$ cat src/rtl/apb_timer_regs_mc_if.sv
// APB bus bundle for the multi-channel timer register block.
// Master drives psel/penable/pwrite/paddr/pwdata; slave returns prdata/pready/pslverr.
interface apb_timer_regs_mc_if #(
  parameter int AW = 8,
  parameter int DW = 8
);
  logic          psel;
  logic          penable;
  logic          pwrite;
  logic [AW-1:0] paddr;
  logic [DW-1:0] pwdata;
  logic [DW-1:0] prdata;
  logic          pready;
  logic          pslverr;

  modport master (
    output psel, penable, pwrite, paddr, pwdata,
    input  prdata, pready, pslverr
  );

  modport slave (
    input  psel, penable, pwrite, paddr, pwdata,
    output prdata, pready, pslverr
  );
endinterface

$ cat src/rtl/apb_timer_regs_mc.sv
// Multi-channel APB timer register block with programmable wait states.
// Ports: pclk, preset_n (sync, active-low), apb slave bus, ovf/udf triggers
// in; load/updw/en/cks/tdr control fields and one irq per channel out.
module apb_timer_regs_mc #(
  parameter int CH          = 4,
  parameter int DW          = 8,
  parameter int AW          = 8,
  parameter int WAIT_CYCLES = 2
) (
  input  logic                pclk,
  input  logic                preset_n,
  apb_timer_regs_mc_if.slave  apb,
  input  logic [CH-1:0]       ovf_trig,
  input  logic [CH-1:0]       udf_trig,
  output logic [CH-1:0]       load,
  output logic [CH-1:0]       updw,
  output logic [CH-1:0]       en,
  output logic [2*CH-1:0]     cks,
  output logic [DW*CH-1:0]    tdr,
  output logic [CH-1:0]       irq
);
  typedef enum logic [1:0] {
    S_IDLE,
    S_WAIT,
    S_DONE
  } state_t;

  localparam logic [2:0] WAIT_INIT =
    3'((WAIT_CYCLES == 0) ? 0 : WAIT_CYCLES - 1);
  localparam logic [31:0] NREG = 32'(4 * CH);

  state_t     state_q, state_n;
  logic [2:0] cnt_q, cnt_n;
  logic       enter_done;

  logic [CH-1:0][DW-1:0] tdr_q;
  logic [CH-1:0][1:0]    cks_q;
  logic [CH-1:0]         updw_q, en_q, load_q;
  logic [CH-1:0]         ovf_q, udf_q;
  logic [CH-1:0]         ovfie_q, udfie_q;

  logic          pready_q, pslverr_q;
  logic [DW-1:0] prdata_q;

  logic [31:0]   addr32, ch;
  logic [1:0]    off;
  logic          valid, commit;
  logic [DW-1:0] rd;
  logic [7:0]    wb;
  logic [CH-1:0] ws_tdr, ws_tcr, ws_tsr, ws_tier;

  assign addr32 = 32'(apb.paddr);
  assign ch     = {2'b00, addr32[31:2]};
  assign off    = addr32[1:0];
  assign valid  = addr32 < NREG;
  assign wb     = apb.pwdata[7:0];

  // pslverr_q is only ever set while in DONE, so it is the
  // error verdict for the transfer being completed
  assign commit = (state_q == S_DONE) & apb.psel & apb.penable
                & apb.pwrite & ~pslverr_q;

  always_ff @(posedge pclk) begin
    if (!preset_n) begin
      state_q <= S_IDLE;
      cnt_q   <= '0;
    end else begin
      state_q <= state_n;
      cnt_q   <= cnt_n;
    end
  end

  always_comb begin
    state_n = state_q;
    cnt_n   = cnt_q;
    unique case (state_q)
      S_IDLE: begin
        if (apb.psel && !apb.penable) begin
          if (WAIT_CYCLES == 0) begin
            state_n = S_DONE;
          end else begin
            state_n = S_WAIT;
            cnt_n   = WAIT_INIT;
          end
        end
      end
      S_WAIT: begin
        if (!apb.psel)        state_n = S_IDLE;
        else if (cnt_q == '0) state_n = S_DONE;
        else                  cnt_n   = cnt_q - 3'd1;
      end
      S_DONE:  state_n = S_IDLE;
      default: state_n = S_IDLE;
    endcase
  end

  assign enter_done = (state_n == S_DONE);

  always_comb begin
    rd = '0;
    for (int c = 0; c < CH; c++) begin
      if (ch == 32'(c)) begin
        unique case (off)
          2'd0: rd = tdr_q[c];
          2'd1: rd = DW'({updw_q[c], en_q[c], 2'b00, cks_q[c]});
          2'd2: rd = DW'({udf_q[c], ovf_q[c]});
          default: rd = DW'({udfie_q[c], ovfie_q[c]});
        endcase
      end
    end
  end

  always_comb begin
    ws_tdr  = '0;
    ws_tcr  = '0;
    ws_tsr  = '0;
    ws_tier = '0;
    for (int c = 0; c < CH; c++) begin
      if (commit && ch == 32'(c)) begin
        unique case (off)
          2'd0: ws_tdr[c]  = 1'b1;
          2'd1: ws_tcr[c]  = 1'b1;
          2'd2: ws_tsr[c]  = 1'b1;
          default: ws_tier[c] = 1'b1;
        endcase
      end
    end
  end

  always_ff @(posedge pclk) begin
    if (!preset_n) begin
      pready_q  <= 1'b0;
      pslverr_q <= 1'b0;
      prdata_q  <= '0;
    end else begin
      pready_q  <= enter_done;
      pslverr_q <= enter_done & ~valid;
      prdata_q  <= (enter_done && valid && !apb.pwrite) ? rd : '0;
    end
  end

  always_ff @(posedge pclk) begin
    if (!preset_n) begin
      tdr_q   <= '0;
      cks_q   <= '0;
      updw_q  <= '0;
      en_q    <= '0;
      load_q  <= '0;
      ovf_q   <= '0;
      udf_q   <= '0;
      ovfie_q <= '0;
      udfie_q <= '0;
    end else begin
      load_q <= '0;
      for (int c = 0; c < CH; c++) begin
        if (ws_tdr[c]) tdr_q[c] <= apb.pwdata;
        if (ws_tcr[c]) begin
          load_q[c] <= wb[7];
          updw_q[c] <= wb[5];
          en_q[c]   <= wb[4];
          cks_q[c]  <= wb[1:0];
        end
        if (ws_tier[c]) begin
          ovfie_q[c] <= wb[0];
          udfie_q[c] <= wb[1];
        end
        // hardware set wins over a same-cycle write-0 clear
        ovf_q[c] <= ovf_trig[c]
                  | (ovf_q[c] & ~(ws_tsr[c] & ~wb[0]));
        udf_q[c] <= udf_trig[c]
                  | (udf_q[c] & ~(ws_tsr[c] & ~wb[1]));
      end
    end
  end

  assign apb.pready  = pready_q;
  assign apb.pslverr = pslverr_q;
  assign apb.prdata  = prdata_q;

  assign load = load_q;
  assign updw = updw_q;
  assign en   = en_q;
  assign cks  = cks_q;
  assign tdr  = tdr_q;
  assign irq  = (ovf_q & ovfie_q) | (udf_q & udfie_q);
endmodule

$ cat src/flat_wrapper.sv
// flat-port wrapper written by rule: the top's interface ports become plain ports
module apb_timer_regs_mc_flat 
#(
  parameter int CH          = 4,
  parameter int DW          = 8,
  parameter int AW          = 8,
  parameter int WAIT_CYCLES = 2
)
  (pclk, preset_n, ovf_trig, udf_trig, load, updw, en, cks, tdr, irq, apb_psel, apb_penable, apb_pwrite, apb_paddr, apb_pwdata, apb_prdata, apb_pready, apb_pslverr);
  apb_timer_regs_mc_if #(.AW(AW), .DW(DW)) apb_i ();
  input  logic pclk;
  input  logic preset_n;
  input  logic [CH-1:0] ovf_trig;
  input  logic [CH-1:0] udf_trig;
  output logic [CH-1:0] load;
  output logic [CH-1:0] updw;
  output logic [CH-1:0] en;
  output logic [2*CH-1:0] cks;
  output logic [DW*CH-1:0] tdr;
  output logic [CH-1:0] irq;
  input wire logic [$bits(apb_i.psel)-1:0] apb_psel;
  input wire logic [$bits(apb_i.penable)-1:0] apb_penable;
  input wire logic [$bits(apb_i.pwrite)-1:0] apb_pwrite;
  input wire logic [$bits(apb_i.paddr)-1:0] apb_paddr;
  input wire logic [$bits(apb_i.pwdata)-1:0] apb_pwdata;
  output wire logic [$bits(apb_i.prdata)-1:0] apb_prdata;
  output wire logic [$bits(apb_i.pready)-1:0] apb_pready;
  output wire logic [$bits(apb_i.pslverr)-1:0] apb_pslverr;
  assign apb_i.psel = apb_psel;
  assign apb_i.penable = apb_penable;
  assign apb_i.pwrite = apb_pwrite;
  assign apb_i.paddr = apb_paddr;
  assign apb_i.pwdata = apb_pwdata;
  assign apb_prdata = apb_i.prdata;
  assign apb_pready = apb_i.pready;
  assign apb_pslverr = apb_i.pslverr;
  apb_timer_regs_mc #(.CH(CH), .DW(DW), .AW(AW), .WAIT_CYCLES(WAIT_CYCLES)) u_core (.pclk(pclk), .preset_n(preset_n), .apb(apb_i), .ovf_trig(ovf_trig), .udf_trig(udf_trig), .load(load), .updw(updw), .en(en), .cks(cks), .tdr(tdr), .irq(irq));
endmodule
$ cat config.mk
export PLATFORM = sky130hd
export DESIGN_NAME = apb_timer_regs_mc_flat
export DESIGN_NICKNAME = d
export VERILOG_FILES = /design/src/rtl/apb_timer_regs_mc_if.sv /design/src/rtl/apb_timer_regs_mc.sv /design/src/flat_wrapper.sv
export SDC_FILE = /design/constraint.sdc
export NUM_CORES = 1
export LEC_CHECK = 0
export CAP_MARGIN = 20
export CORE_ASPECT_RATIO = 1.75
export CORE_MARGIN = 2
export CORE_UTILIZATION = 52
export CTS_CLUSTER_DIAMETER = 150
export CTS_CLUSTER_SIZE = 16
export DETAILED_ROUTE_END_ITERATION = 12
export PLACE_DENSITY_LB_ADDON = 0.3
export SKIP_CTS_REPAIR_TIMING = 1
export SLEW_MARGIN = 20
export SYNTH_ARGS = -nofsm -noshare
export SYNTH_HDL_FRONTEND = slang
export SYNTH_SLANG_ARGS = --single-unit
$ cat constraint.sdc
create_clock -name pclk -period 4 [get_ports pclk]
set_input_delay 0.4 -clock pclk [delete_from_list [all_inputs] [get_ports pclk]]
set_output_delay 0.4 -clock pclk [all_outputs]
set_load 0.03 [all_outputs]
==> out/results.ini <==
[critical_path]
crit_arrival_ps = 2580
end_kind = flop
worst-setup-path-type = input port to flop
r2r-start = u_core.apb.pslverr
r2r-end = u_core.cks[1]
critPathLaunchType = input port
r2r_slack_ps = 2120
worst_r2r_path_depth = 6
worstPathMaxFanout = 21
required_ps = 4200

[logic_synthesis]
yosys.area_share.simple_pct = 21.99
syn-num-nets = 399
synth_top_family_by_area = simple AND/OR/NAND/NOR gates
yosys.area.top_type_share_pct = 47.48
ys_ff_latch = 83
synth_compound_area_share_pct = 13.01
muxShareOfSynthArea_pct = 12.26
synthAdderAreaFrac_pct = 0.7151
synth_cell_types = 44
synth_top_cell_by_area = dfxtp_1
syn_area_um2 = 3500
synthFlopType = dfxtp_1
synth_xor_area_share_pct = 0
avgSynthCellArea_um2 = 9.510
ys_seq_area_share_pct = 47.48
synth_edf_count = 0
yosysWarnings = 0
synthArstFlopShare_pct = 0
synth_cells = 368
synthTopCellsByArea = dfxtp_1 47%, o21ai_0 7.9%, nand3_1 7.0%

[timing]
hold_viol_final = 0
tns_ps = 0
drv_slew = 0
fin_crit_sh_pct = 59.41
setup_viol = 0
rsz0062_at_grt = no
worstMarginPinSlew_ps = 993.6
period_minus_slack_ps = 2377
max_freq_mhz = 420.8
maxSlewHeadroom_pct = 33.55
skew_ps = 4.693

[grt]
grt.met1_usage_pct = 29.00
antenna_found_initial = 0
met2_usage_pct = 49.16
grt_use_total_pct = 27.41
grt.busiest_layer = met2
grt_overflow = 0
met3_usage_pct = 3.206
grt_max_degree = 40
grt_pass1_vias = 3117
grt_pass1_wl_um = 15280

[min_path]
hold_path_startpoint = u_core.ovfie_q[2]
hold_class = flop to flop
holdPathStages = 2
min_to = u_core.ovfie_q[2]

[floorplan]
ios = 95
initial_core_util_pct = 53.52
die-area_um2 = 7428
die_h_um = 112.5
chipWidth_um = 66.02
fp.coreArea_um2 = 6539
num_rows = 39

[clocking]
cts_max_level = 3
cts.sinks = 83
clkTransAtPathRegs_ps = 60
cts_tree = yes
clk_latency_ps = 340
cts_max_path_buffers = 2
root_buffer = clkbuf_16
cts_inserted_buffers = 9

[place]
portBuffers = 94
gp_congestion = 0.8426
place_hpwl_um = 6950
post_dp_cell_area_um2 = 4451

[power]
powerDensity_nw_per_um2 = 370.3
finalPower_mw = 1.755
irDropWorstVdd_uv = 320.5
p_leak_nw = 1.768

[cells_and_area]
final_area_um2 = 4738
nFillCells = 535
multi_input_area_um2 = 1679
antennaDiodeCount = 0
seqCellArea_um2 = 1662
syn2layout_area_growth_pct = 35.39
final_layout_size_suffix_gt1_share_pct = 10.07
finalNetCount = 483

[routing]
drc = 0
wl_um = 9559
drtIter0Drc = 224
routedWlPerCell_um = 17.73
viasPerCell = 5.772
antenna_left = 0
vias = 3111
first_pass_iters = 4

[outcome]
outcome = complete, no violations

[flow_run]
cap_violations = 0

==> registers in the layout, summed over array words and instances (netlist names) <==
| signal | flops |
|---|---|
| u_core.tdr | 32 |
| u_core.apb.prdata | 8 |
| u_core.cks | 8 |
| u_core.en | 4 |
| u_core.load | 4 |
| u_core.ovf_q | 4 |
| u_core.ovfie_q | 4 |
| u_core.udf_q | 4 |
| u_core.udfie_q | 4 |
| u_core.updw | 4 |
| u_core.cnt_q | 3 |
| u_core.state_q | 2 |
| u_core.apb.pready | 1 |
| u_core.apb.pslverr | 1 |
==> layout make-up <==
cell class	instances	area share, %
multi-input cells	249	35.44
inverters	11	0.8714
repair buffers	98	20.39
clock buffers	12	4.991
well taps	82	2.165
flip-flops and latches	83	35.07
clock inverters	4	1.083
==> cells in the final DEF, fill, tap and decap left out, drive strengths merged, types with 2 or more instances in the layout <==
master / instances
clkdlybuf4s50: 93
dfxtp: 83
o21ai: 55
nand3: 51
nor2: 26
nand2: 23
mux2i: 17
a21oi: 13
clkbuf: 12
inv: 11
mux4: 9
nor3: 7
nor2b: 5
mux2: 5
buf: 5
a22o: 4
o22ai: 4
and3: 3
or3: 2
a211oi: 2
and3b: 2
a22oi: 2
or3b: 2
nand3b: 2
ha: 2
nand2b: 2
nand4b: 2
nand4: 2
clkinv: 2
==> worst max path at each step <==
stage                  from              endpoint  slack, ps  cells past startpoint
2_1_floorplan  apb_paddr[7]  u_core.apb.prdata[5]       2180                      4
3_3_place_gp   apb_paddr[0]         u_core.cks[0]       1350                      4
3_5_place_dp   apb_paddr[0]          u_core.en[1]       1300                      5
4_1_cts        apb_paddr[2]        u_core.updw[3]       1640                      5
5_1_grt        apb_paddr[0]        u_core.updw[1]       1450                      5
6_report       apb_paddr[2]        u_core.updw[3]       1620                      5
==> power by group <==
group | internal [mW] | total (mW) | switching [mW]
Sequential | 0.834 | 0.840 | 0.00541
Clock | 0.484 | 0.803 | 0.319
Combinational | 0.0492 | 0.112 | 0.0624
Total | 1.37 | 1.75 | 0.387
==> per-stage QoR <==
stage | hold WS, ps | cells | util, % | setup WS, ps
2_1_floorplan | 444.3 | 368 | - | 2179
3_3_place_gp | 465.2 | 523 | 68.06 | 1345
3_5_place_dp | 470.5 | 523 | 68.06 | 1298
4_1_cts | 482.4 | 539 | 72.46 | 1642
5_1_grt | 503.9 | 539 | 72.46 | 1451
6_report | 482.6 | 539 | 72.46 | 1623
==> worst max-delay path, cell delays in order <==
cell             delay (ps)
clkdlybuf4s50_1        1120
and3_1                  430
nand3_1                 310
nand3_1                 200
o21ai_0                 110
==> layer usage <==
layer  part of all wire [%]  vias to the layer above
li1                       -                     1483
met5                      0                        -
met1                     34                     1487
met3                    4.6                       22
met2                     58                      119
met4                    3.4                        0
==> synthesized netlist by cell type, types with 2 or more instances <==
library cell	number
mux2i_1	17
a22oi_1	2
or3b_2	2
mux2_2	5
nand3_1	49
a21oi_1	13
a211oi_1	2
o22ai_1	4
nor2_8	2
clkbuf_1	10
and3_1	3
nor3_1	6
dfxtp_1	83
ha_1	2
or3_4	2
buf_2	6
buf_4	2
buf_1	5
nor2_1	24
and3b_1	2
mux4_2	9
a22o_1	4
o21ai_0	55
nor2b_1	5
nand3_2	2
nand3b_1	2
inv_1	11
nand2_1	23
==> cell families after synthesis <==
group | after synthesis
simple gates | 134
flops | 83
compound gates | 82
buf+inv | 36
mux | 31
fa+ha+maj | 2
Note: power is estimated with default switching activity, not from simulation.
